File: config.mk
export PLATFORM = sky130hd
export DESIGN_NAME = chi_req_tx_link_flat
export DESIGN_NICKNAME = d
export VERILOG_FILES = /design/src/rtl/chi_link_pkg.sv /design/src/rtl/chi_req_tx_link_if.sv /design/src/rtl/chi_flit_fifo.sv /design/src/rtl/chi_req_tx_link.sv /design/src/flat_wrapper.sv
export SDC_FILE = /design/constraint.sdc
export NUM_CORES = 1
export LEC_CHECK = 0
export ABC_AREA = 1
export CORE_MARGIN = 1.5
export CORE_UTILIZATION = 60
export CTS_BUF_LIST = sky130_fd_sc_hd__clkbuf_2
export CTS_CLUSTER_DIAMETER = 150
export DETAILED_ROUTE_END_ITERATION = 8
export PLACE_DENSITY = 0.94
export SYNTH_ARGS = -nofsm -noshare
export SYNTH_HDL_FRONTEND = slang
export SYNTH_HIERARCHICAL = 1
export SYNTH_SLANG_ARGS = --single-unit
File: constraint.sdc
create_clock -name clock -period 6.35 [get_ports clock]
set_input_delay 0.635 -clock clock [delete_from_list [all_inputs] [get_ports clock]]
set_output_delay 0.635 -clock clock [all_outputs]
set_load 0.1 [all_outputs]
File: src/rtl/chi_link_pkg.sv
`default_nettype none
// ============================================================================
//  Module      : chi_link_pkg
//  Description : Shared types and constants for the CHI REQ link transmitter:
//                link state, request flit layout, credit-return opcode and
//                the credit-counter width helper.
//  Revision    : 1.0 - initial release
// ============================================================================
package chi_link_pkg;

    typedef enum logic [1:0] {
        RUN    = 2'd0,
        RETURN = 2'd1,
        STOP   = 2'd2
    } link_state_e;

    // Credit-return flits carry this opcode with every other field zero.
    localparam logic [5:0] REQ_LCRD_RETURN = 6'd0;

    // CHI allows a transmitter to hold at most 15 link credits.
    localparam int CRD_MAX_DEF = 15;

    // Request flit layout.  This is the local copy of the layout that the
    // wider CHI environment keeps in its shared interface header.
    typedef struct packed {
        logic [15:0] addr;
        logic [6:0]  srcid;
        logic [6:0]  tgtid;
        logic [7:0]  txnid;
        logic [5:0]  opcode;
    } reqflit_t;

    // Number of bits needed to count 0..max_crd credits.
    function automatic int crd_width(input int max_crd);
        return $clog2(max_crd + 1);
    endfunction

endpackage
`default_nettype wire

File: src/rtl/chi_req_tx_link_if.sv
`default_nettype none
// ============================================================================
//  Module      : chi_req_tx_link_if
//  Description : Protocol-side request handshake plus the TXREQ link-side
//                flit/credit wires.  The link transmitter uses the slave view;
//                the protocol layer / receiver side uses the master view.
//  Revision    : 1.0 - initial release
// ============================================================================
interface chi_req_tx_link_if;
    import chi_link_pkg::*;

    logic     req_valid;
    reqflit_t req;
    logic     req_ready;
    reqflit_t TXREQFLIT;
    logic     TXREQFLITV;
    logic     TXREQFLITPEND;
    logic     TXREQLCRDV;

    modport slave (
        input  req_valid, req, TXREQLCRDV,
        output req_ready, TXREQFLIT, TXREQFLITV, TXREQFLITPEND
    );

    modport master (
        output req_valid, req, TXREQLCRDV,
        input  req_ready, TXREQFLIT, TXREQFLITV, TXREQFLITPEND
    );

endinterface
`default_nettype wire

File: src/rtl/chi_flit_fifo.sv
`default_nettype none
// ============================================================================
//  Module      : chi_flit_fifo
//  Description : Synchronous FIFO, element type and depth parameterised,
//                with first-word fall-through head and an occupancy count.
//  Revision    : 1.0 - initial release
// ============================================================================
module chi_flit_fifo #(
    parameter int  DEPTH = 4,
    parameter type T     = logic [7:0]
) (
    input  wire logic                       clk,
    input  wire logic                       rst,
    input  wire logic                       i_push,
    input  wire T                           i_data,
    input  wire logic                       i_pop,
    output T                                o_head,
    output logic [$clog2(DEPTH+1)-1:0]      o_count
);
    localparam int AW = $clog2(DEPTH);
    localparam int CW = $clog2(DEPTH + 1);
    localparam logic [CW-1:0] c_full = CW'(DEPTH);

    T                r_mem [DEPTH];
    logic [AW-1:0]   r_wr;
    logic [AW-1:0]   r_rd;
    logic [CW-1:0]   r_count;
    logic            w_push;
    logic            w_pop;

    // Never overrun or underrun, even if the caller misbehaves.
    assign w_push  = i_push && (r_count != c_full);
    assign w_pop   = i_pop  && (r_count != '0);
    assign o_head  = r_mem[r_rd];
    assign o_count = r_count;

    // Storage array: data only, no reset needed.
    always_ff @(posedge clk) begin
        if (w_push) begin
            r_mem[r_wr] <= i_data;
        end
    end

    // Pointers and occupancy.
    always_ff @(posedge clk) begin
        if (rst) begin
            r_wr    <= '0;
            r_rd    <= '0;
            r_count <= '0;
        end else begin
            if (w_push) r_wr <= r_wr + 1'b1;
            if (w_pop)  r_rd <= r_rd + 1'b1;
            case ({w_push, w_pop})
                2'b10:   r_count <= r_count + 1'b1;
                2'b01:   r_count <= r_count - 1'b1;
                default: r_count <= r_count;
            endcase
        end
    end

endmodule
`default_nettype wire

File: src/rtl/chi_req_tx_link.sv
`default_nettype none
// ============================================================================
//  Module      : chi_req_tx_link
//  Description : CHI REQ link-layer transmitter.  Queues protocol flits,
//                spends receiver-granted L-credits, announces each flit one
//                cycle early on TXREQFLITPEND and returns all held credits
//                when the link is deactivated.
//  Revision    : 1.0 - initial release
// ============================================================================
module chi_req_tx_link
    import chi_link_pkg::*;
#(
    parameter int DEPTH   = 4,
    parameter int CRD_MAX = CRD_MAX_DEF
) (
    input  wire logic            clock,
    input  wire logic            reset,
    chi_req_tx_link_if.slave     txreq,
    input  wire logic            link_deact,
    output logic                 link_idle,
    output logic                 crd_overflow
);
    localparam int CW = crd_width(CRD_MAX);
    localparam int QW = $clog2(DEPTH + 1);
    localparam logic [CW-1:0] c_crd_max = CW'(CRD_MAX);
    localparam logic [QW-1:0] c_q_full  = QW'(DEPTH);

    link_state_e     r_state;
    logic [CW-1:0]   r_crd;
    logic            r_ovf;
    reqflit_t        r_flit;
    logic            r_flitv;
    logic [QW-1:0]   w_q;
    reqflit_t        w_head;
    reqflit_t        w_lcrd_ret;
    logic            w_fire;
    logic            w_push;
    logic            w_pop;

    // Ready depends only on registered state, never on req_valid.
    assign txreq.req_ready = (r_state == RUN) && !link_deact && (w_q != c_q_full);
    assign w_push          = txreq.req_valid && txreq.req_ready;
    assign w_pop           = w_fire && (r_state == RUN);

    assign txreq.TXREQFLIT     = r_flit;
    assign txreq.TXREQFLITV    = r_flitv;
    assign txreq.TXREQFLITPEND = w_fire;
    assign link_idle           = (r_state == STOP);
    assign crd_overflow        = r_ovf;

    chi_flit_fifo #(
        .DEPTH (DEPTH),
        .T     (reqflit_t)
    ) u_fifo (
        .clk     (clock),
        .rst     (reset),
        .i_push  (w_push),
        .i_data  (txreq.req),
        .i_pop   (w_pop),
        .o_head  (w_head),
        .o_count (w_q)
    );

    // Fire decision: a flit goes out whenever there is something to send and a credit to spend it.
    always_comb begin
        w_fire     = 1'b0;
        w_lcrd_ret = '0;
        w_lcrd_ret.opcode = REQ_LCRD_RETURN;
        case (r_state)
            RUN:     w_fire = (w_q != '0) && (r_crd != '0);
            RETURN:  w_fire = (r_crd != '0);
            default: w_fire = 1'b0;
        endcase
    end

    // Credit counter: spend on fire, gain on TXREQLCRDV, saturate with sticky overflow.
    always_ff @(posedge clock) begin
        if (reset) begin
            r_crd <= '0;
            r_ovf <= 1'b0;
        end else begin
            case ({w_fire, txreq.TXREQLCRDV})
                2'b10: r_crd <= r_crd - 1'b1;
                2'b01: begin
                    if (r_crd == c_crd_max) begin
                        r_ovf <= 1'b1;
                    end else begin
                        r_crd <= r_crd + 1'b1;
                    end
                end
                default: r_crd <= r_crd;
            endcase
        end
    end

    // Link FSM with registered flit outputs; RETURN always runs to completion.
    always_ff @(posedge clock) begin
        if (reset) begin
            r_state <= RUN;
            r_flit  <= '0;
            r_flitv <= 1'b0;
        end else begin
            r_flitv <= w_fire;
            if (w_fire) begin
                r_flit <= (r_state == RUN) ? w_head : w_lcrd_ret;
            end
            case (r_state)
                RUN: begin
                    if (link_deact && (w_q == '0) && !w_fire) r_state <= RETURN;
                end
                RETURN: begin
                    if ((r_crd == '0) && !txreq.TXREQLCRDV) r_state <= STOP;
                end
                STOP: begin
                    if (!link_deact) r_state <= RUN;
                end
                default: r_state <= RUN;
            endcase
        end
    end

endmodule
`default_nettype wire
File: src/flat_wrapper.sv
// flat-port wrapper written by rule: the top's interface ports become plain ports
module chi_req_tx_link_flat import chi_link_pkg::*;
#(
    parameter int DEPTH   = 4,
    parameter int CRD_MAX = CRD_MAX_DEF
)
  (clock, reset, link_deact, link_idle, crd_overflow, txreq_req_valid, txreq_req, txreq_TXREQLCRDV, txreq_req_ready, txreq_TXREQFLIT, txreq_TXREQFLITV, txreq_TXREQFLITPEND);
  chi_req_tx_link_if txreq_i ();
  input  wire logic clock;
  input  wire logic reset;
  input  wire logic link_deact;
  output logic link_idle;
  output logic crd_overflow;
  input wire logic [$bits(txreq_i.req_valid)-1:0] txreq_req_valid;
  input wire logic [$bits(txreq_i.req)-1:0] txreq_req;
  input wire logic [$bits(txreq_i.TXREQLCRDV)-1:0] txreq_TXREQLCRDV;
  output wire logic [$bits(txreq_i.req_ready)-1:0] txreq_req_ready;
  output wire logic [$bits(txreq_i.TXREQFLIT)-1:0] txreq_TXREQFLIT;
  output wire logic [$bits(txreq_i.TXREQFLITV)-1:0] txreq_TXREQFLITV;
  output wire logic [$bits(txreq_i.TXREQFLITPEND)-1:0] txreq_TXREQFLITPEND;
  assign txreq_i.req_valid = txreq_req_valid;
  assign txreq_i.req = txreq_req;
  assign txreq_i.TXREQLCRDV = txreq_TXREQLCRDV;
  assign txreq_req_ready = txreq_i.req_ready;
  assign txreq_TXREQFLIT = txreq_i.TXREQFLIT;
  assign txreq_TXREQFLITV = txreq_i.TXREQFLITV;
  assign txreq_TXREQFLITPEND = txreq_i.TXREQFLITPEND;
  chi_req_tx_link #(.DEPTH(DEPTH), .CRD_MAX(CRD_MAX)) u_core (.clock(clock), .reset(reset), .txreq(txreq_i), .link_deact(link_deact), .link_idle(link_idle), .crd_overflow(crd_overflow));
endmodule
==> tab_implementation.tex <==
\begin{tabular}{lr}
\hline
Metric & Value \\
\hline
\multicolumn{2}{l}{\textbf{Placement}} \\
\quad Post-detailed-placement half-perimeter wirelength & 10.9 mm \\
\quad I/O Buffers & 97 \\
\quad DP Worst Slack & 3180 ps \\
\quad Cell count after placement & 1010 \\
\quad Placed Area & 10200 µm² \\
\quad Final weighted congestion in routability-driven placement & 0.770 \\
\multicolumn{2}{l}{\textbf{Global routing}} \\
\quad Vias in the first global route & 6252 \\
\quad Total overflow reported by the global router & 0 \\
\quad Number of antenna violations at the first check in global routing & 0 \\
\quad Global-route usage over all layers & 24.3\% \\
\quad Maximum number of pins on one net before global-route repair & 90 \\
\quad First-pass GRT wire length & 30.3 mm \\
\multicolumn{2}{l}{\textbf{Synth}} \\
\quad Net count after synthesis & 817 \\
\quad Netlist cell types & 31 \\
\quad Area share of xor/xnor cells in the synthesized design & 0.0954\% \\
\quad Simple-gate portion of the synthesized area & 11.3\% \\
\quad Area share of fa/ha/maj cells after synthesis & 1.39\% \\
\quad Post-Synthesis Cells & 759 \\
\quad Share of the synthesized area in compound gates (AO/OA/AOI/OAI) & 12.1\% \\
\quad Register area share after synthesis & 70.9\% \\
\quad Multiplexer share of the synthesized area & 0\% \\
\quad Mean instance size in the synthesized netlist & 12.1 µm² \\
\quad Count of synthesis-stage warnings from yosys & 6 \\
\quad Mapped cell area & 9180 µm² \\
\quad Seq cells post-synth & 237 \\
\quad Combinational family with the most area after synthesis & compound AO/OA/AOI/OAI gates \\
\multicolumn{2}{l}{\textbf{Setup path}} \\
\quad Top delay family on crit path & buffers and inverters \\
\quad Required @ worst endpoint & 5710 ps \\
\quad Worst path buffer plus inverter count & 2 \\
\quad R2R depth & 16 \\
\quad Start point of the critical path & u\_core/r\_state[1] \\
\quad Worst-case register-to-register setup slack & 3620 ps \\
\quad Crit path arrival time & 2780 ps \\
\quad Category of the worst setup path capture point & primary output \\
\quad Sequence of cells on the critical path & nor2\_4 -> inv\_2 -> a211oi\_1 -> clkdlybuf4s50\_1 \\
\quad Max FO, Critical Path & 4 \\
\quad Path type of the worst setup path & register to primary output \\
\quad Delay of the slowest critical-path stage & 1180 ps \\
\quad Endpoint of the lowest-slack register-to-register path & u\_core/u\_fifo/o\_count[2] \\
\quad Crit start category & register \\
\quad Reg2reg start & u\_core/r\_crd[0] \\
\quad Critical path's slowest cell & sky130\_fd\_sc\_hd\_\_clkdlybuf4s50\_1 \\
\multicolumn{2}{l}{\textbf{STA}} \\
\quad Worst rel slew slack & 30.9\% \\
\quad Fin Setup TNS & 0 ps \\
\quad Worst hold margin & 428 ps \\
\quad Endpoints failing hold & 0 \\
\quad Tcrit/Tclk final & 53.7\% \\
\quad Final Slew Violations & 0 \\
\quad Post-route clock skew & 64.4 ps \\
\quad RSZ-0062 raised after global routing & no \\
\quad Min setup slack post-route & 2940 ps \\
\quad Measured slew at the worst slew-check pin & 1030 ps \\
\quad Post-route minimum period & 3410 ps \\
\quad Final setup vio count & 0 \\
\quad Maximum achievable frequency & 0.293 GHz \\
\multicolumn{2}{l}{\textbf{Job}} \\
\quad \# Max-Cap Violations & 0 \\
\multicolumn{2}{l}{\textbf{Route}} \\
\quad Iteration-0 DRC Markers & 689 \\
\quad Count of vias placed by the detailed router & 6229 \\
\quad Antenna-violating nets left & 0 \\
\quad Number of remaining DRC errors & 0 \\
\quad Wire length after detailed routing & 19.4 mm \\
\quad Average wire per cell in the routed design & 17.4 µm \\
\quad Iteration count of the initial detailed-routing pass & 6 \\
\quad Per-cell via count in the routed design & 5.61 \\
\multicolumn{2}{l}{\textbf{Run status}} \\
\quad Status & finished clean \\
\multicolumn{2}{l}{\textbf{Min path}} \\
\quad Path category of the worst min-delay check & input port to register \\
\quad Worst Hold Path EP & u\_core/txreq.TXREQFLIT[1] \\
\quad Hold path startpoint & reset \\
\quad Hold Path Stages & 3 \\
\multicolumn{2}{l}{\textbf{Finish}} \\
\quad Final design instance area without fill & 10700 µm² \\
\quad Diodes inserted & 0 \\
\quad Total Nets Final & 937 \\
\quad Fill cell total of the finished layout & 1045 \\
\quad Non-filler instance count after layout & 1111 \\
\quad Ratio of cells with drive above 1 in the final layout & 16.6\% \\
\quad Layout Area Growth over Synthesis & 16.6\% \\
\multicolumn{2}{l}{\textbf{Floorplan}} \\
\quad Placeable core region & 15100 µm² \\
\quad Initial Util & 60.8\% \\
\quad Die Outline Area & 16000 µm² \\
\quad Die Y & 127 µm \\
\quad Row cnt & 45 \\
\quad Die boundary width & 127 µm \\
\quad Number of primary I/O pins & 98 \\
\multicolumn{2}{l}{\textbf{Clock tree}} \\
\quad Number of setup buffers added after CTS & 0 \\
\quad Count of hold buffers inserted by post-cts repair & 0 \\
\quad TritonCTS clock tree & yes \\
\quad H-tree Lvls & 2 \\
\quad Root buffer selected by CTS & sky130\_fd\_sc\_hd\_\_clkbuf\_2 \\
\quad Count of instances resized after the clock tree is built & 0 \\
\quad Clock latency on the worst-skew pair & 820 ps \\
\quad Sinks on the clock net & 237 \\
\quad Clock-pin transition on the worst setup and hold timing paths & 100 ps \\
\quad Largest buffer count on any clock path & 3 \\
\quad Cts bufs inserted & 55 \\
\multicolumn{2}{l}{\textbf{Power}} \\
\quad Lkg Pwr & 3.75 nW \\
\quad Worst IR drop on VDD & 0.325 mV \\
\quad Ratio of total power to cell area & 425 nW/µm² \\
\hline
\end{tabular}
where the power goes:
group	switching (mW)	leakage (nW)	internal, mW	total [mW]
combinational	1.26	1.27	0.409	1.67
clock	0.553	0.394	0.368	0.921
sequential	0.125	2.09	1.83	1.95
final cells by class:
cell class	count	area, µm²	share of cell area (%)
inverters	31	121	1.13
multi-input cells	450	2320	21.7
well taps	188	235	2.20
repair buffers	104	1020	9.52
flip-flops and latches	237	6510	60.9
clock buffers	90	450	4.21
clock inverters	11	41.3	0.386
synth_stat cells:
library cell / instances / area, µm²
sky130_fd_sc_hd__o22ai_2: 10 / 125
sky130_fd_sc_hd__fa_1: 2 / 40.0
sky130_fd_sc_hd__o22ai_1: 34 / 213
sky130_fd_sc_hd__nand3_1: 14 / 70.1
sky130_fd_sc_hd__and2_1: 1 / 6.26
sky130_fd_sc_hd__inv_2: 4 / 15.0
sky130_fd_sc_hd__clkbuf_2: 3 / 15.0
sky130_fd_sc_hd__a21oi_2: 9 / 78.8
sky130_fd_sc_hd__xnor2_1: 1 / 8.76
sky130_fd_sc_hd__o21ai_0: 86 / 430
sky130_fd_sc_hd__o21ai_1: 7 / 35.0
sky130_fd_sc_hd__a211oi_1: 1 / 7.51
sky130_fd_sc_hd__inv_6: 1 / 8.76
sky130_fd_sc_hd__buf_6: 7 / 78.8
sky130_fd_sc_hd__clkbuf_1: 7 / 26.3
sky130_fd_sc_hd__buf_2: 20 / 100
sky130_fd_sc_hd__inv_1: 26 / 97.6
sky130_fd_sc_hd__dfxtp_1: 61 / 1220
sky130_fd_sc_hd__ha_1: 7 / 87.6
sky130_fd_sc_hd__a21oi_1: 43 / 215
sky130_fd_sc_hd__buf_8: 2 / 30.0
sky130_fd_sc_hd__edfxtp_1: 176 / 5290
sky130_fd_sc_hd__nor2_1: 104 / 390
sky130_fd_sc_hd__nand2_2: 10 / 62.6
sky130_fd_sc_hd__nand2_1: 104 / 390
sky130_fd_sc_hd__nor2_2: 11 / 68.8
sky130_fd_sc_hd__nor3_4: 1 / 16.3
sky130_fd_sc_hd__o21a_1: 1 / 7.51
sky130_fd_sc_hd__nand4_1: 3 / 18.8
sky130_fd_sc_hd__buf_4: 2 / 15.0
sky130_fd_sc_hd__nor2_4: 1 / 11.3
flip-flops by register name, indices dropped and copies added, names as in the netlist, named ones only:
name,count
u_core/r_state,2
u_core/u_fifo/r_rd,2
u_core/crd_overflow,1
u_core/txreq.TXREQFLIT,44
u_core/txreq.TXREQFLITV,1
u_core/u_fifo/r_wr,2
u_core/u_fifo/r_mem,176
u_core/r_crd,4
u_core/u_fifo/o_count,3
metal layers:
layer / global-route usage, % / vias up / wire length (µm)
li1: - / 2961 / -
met1: 29.9 / 2969 / 7880
met2: 42.6 / 260 / 9930
met3: 5.44 / 39 / 1200
met4: 8.82 / 0 / 357
met5: 0 / - / 0
cells by family (layout without fill, tap and decap cells):
group	Yosys count	after routing
AOI/OAI and AO/OA	191	191
xor gates and xnor gates	1	1
adders and majority gates	9	9
buffers and inverters	72	236
DFF	237	237
and+or+nand+nor	249	249
per-stage QoR:
| stage | util, % | power [mW] |
|---|---|---|
| 2_1_floorplan | - | 3.29 |
| 3_3_place_gp | 67.6 | 3.61 |
| 3_5_place_dp | 67.6 | 3.65 |
| 4_1_cts | 70.9 | 4.57 |
| 5_1_grt | 70.9 | 4.77 |
| 6_report | 70.9 | 4.55 |
cell usage in the layout (no fill, tap or decap), types with 11 or more instances in the layout:
cell type	n
sky130_fd_sc_hd__nor2_1	100
sky130_fd_sc_hd__inv_1	26
sky130_fd_sc_hd__nand2_1	104
sky130_fd_sc_hd__clkbuf_2	90
sky130_fd_sc_hd__dfxtp_1	59
sky130_fd_sc_hd__a21oi_1	43
sky130_fd_sc_hd__o21ai_0	86
sky130_fd_sc_hd__o22ai_1	34
sky130_fd_sc_hd__edfxtp_1	176
sky130_fd_sc_hd__clkdlybuf4s50_1	96
sky130_fd_sc_hd__nand3_1	13
sky130_fd_sc_hd__nor2_2	11
tightest hold or removal path: stages:
cell and delay (ps):
sky130_fd_sc_hd__buf_2 100, sky130_fd_sc_hd__buf_4 320, sky130_fd_sc_hd__a21oi_2 170
worst max path at each step:
stage | depth (start not counted) | end
after detailed placement | 3 | txreq_req_ready
after global routing | 4 | txreq_req_ready
after floorplan | 4 | u_core/u_fifo/r_mem[0][0]
final | 4 | txreq_req_ready
after global placement | 3 | txreq_req_ready
after CTS | 4 | txreq_req_ready
No activity file was read; power rests on OpenSTA's default activity.
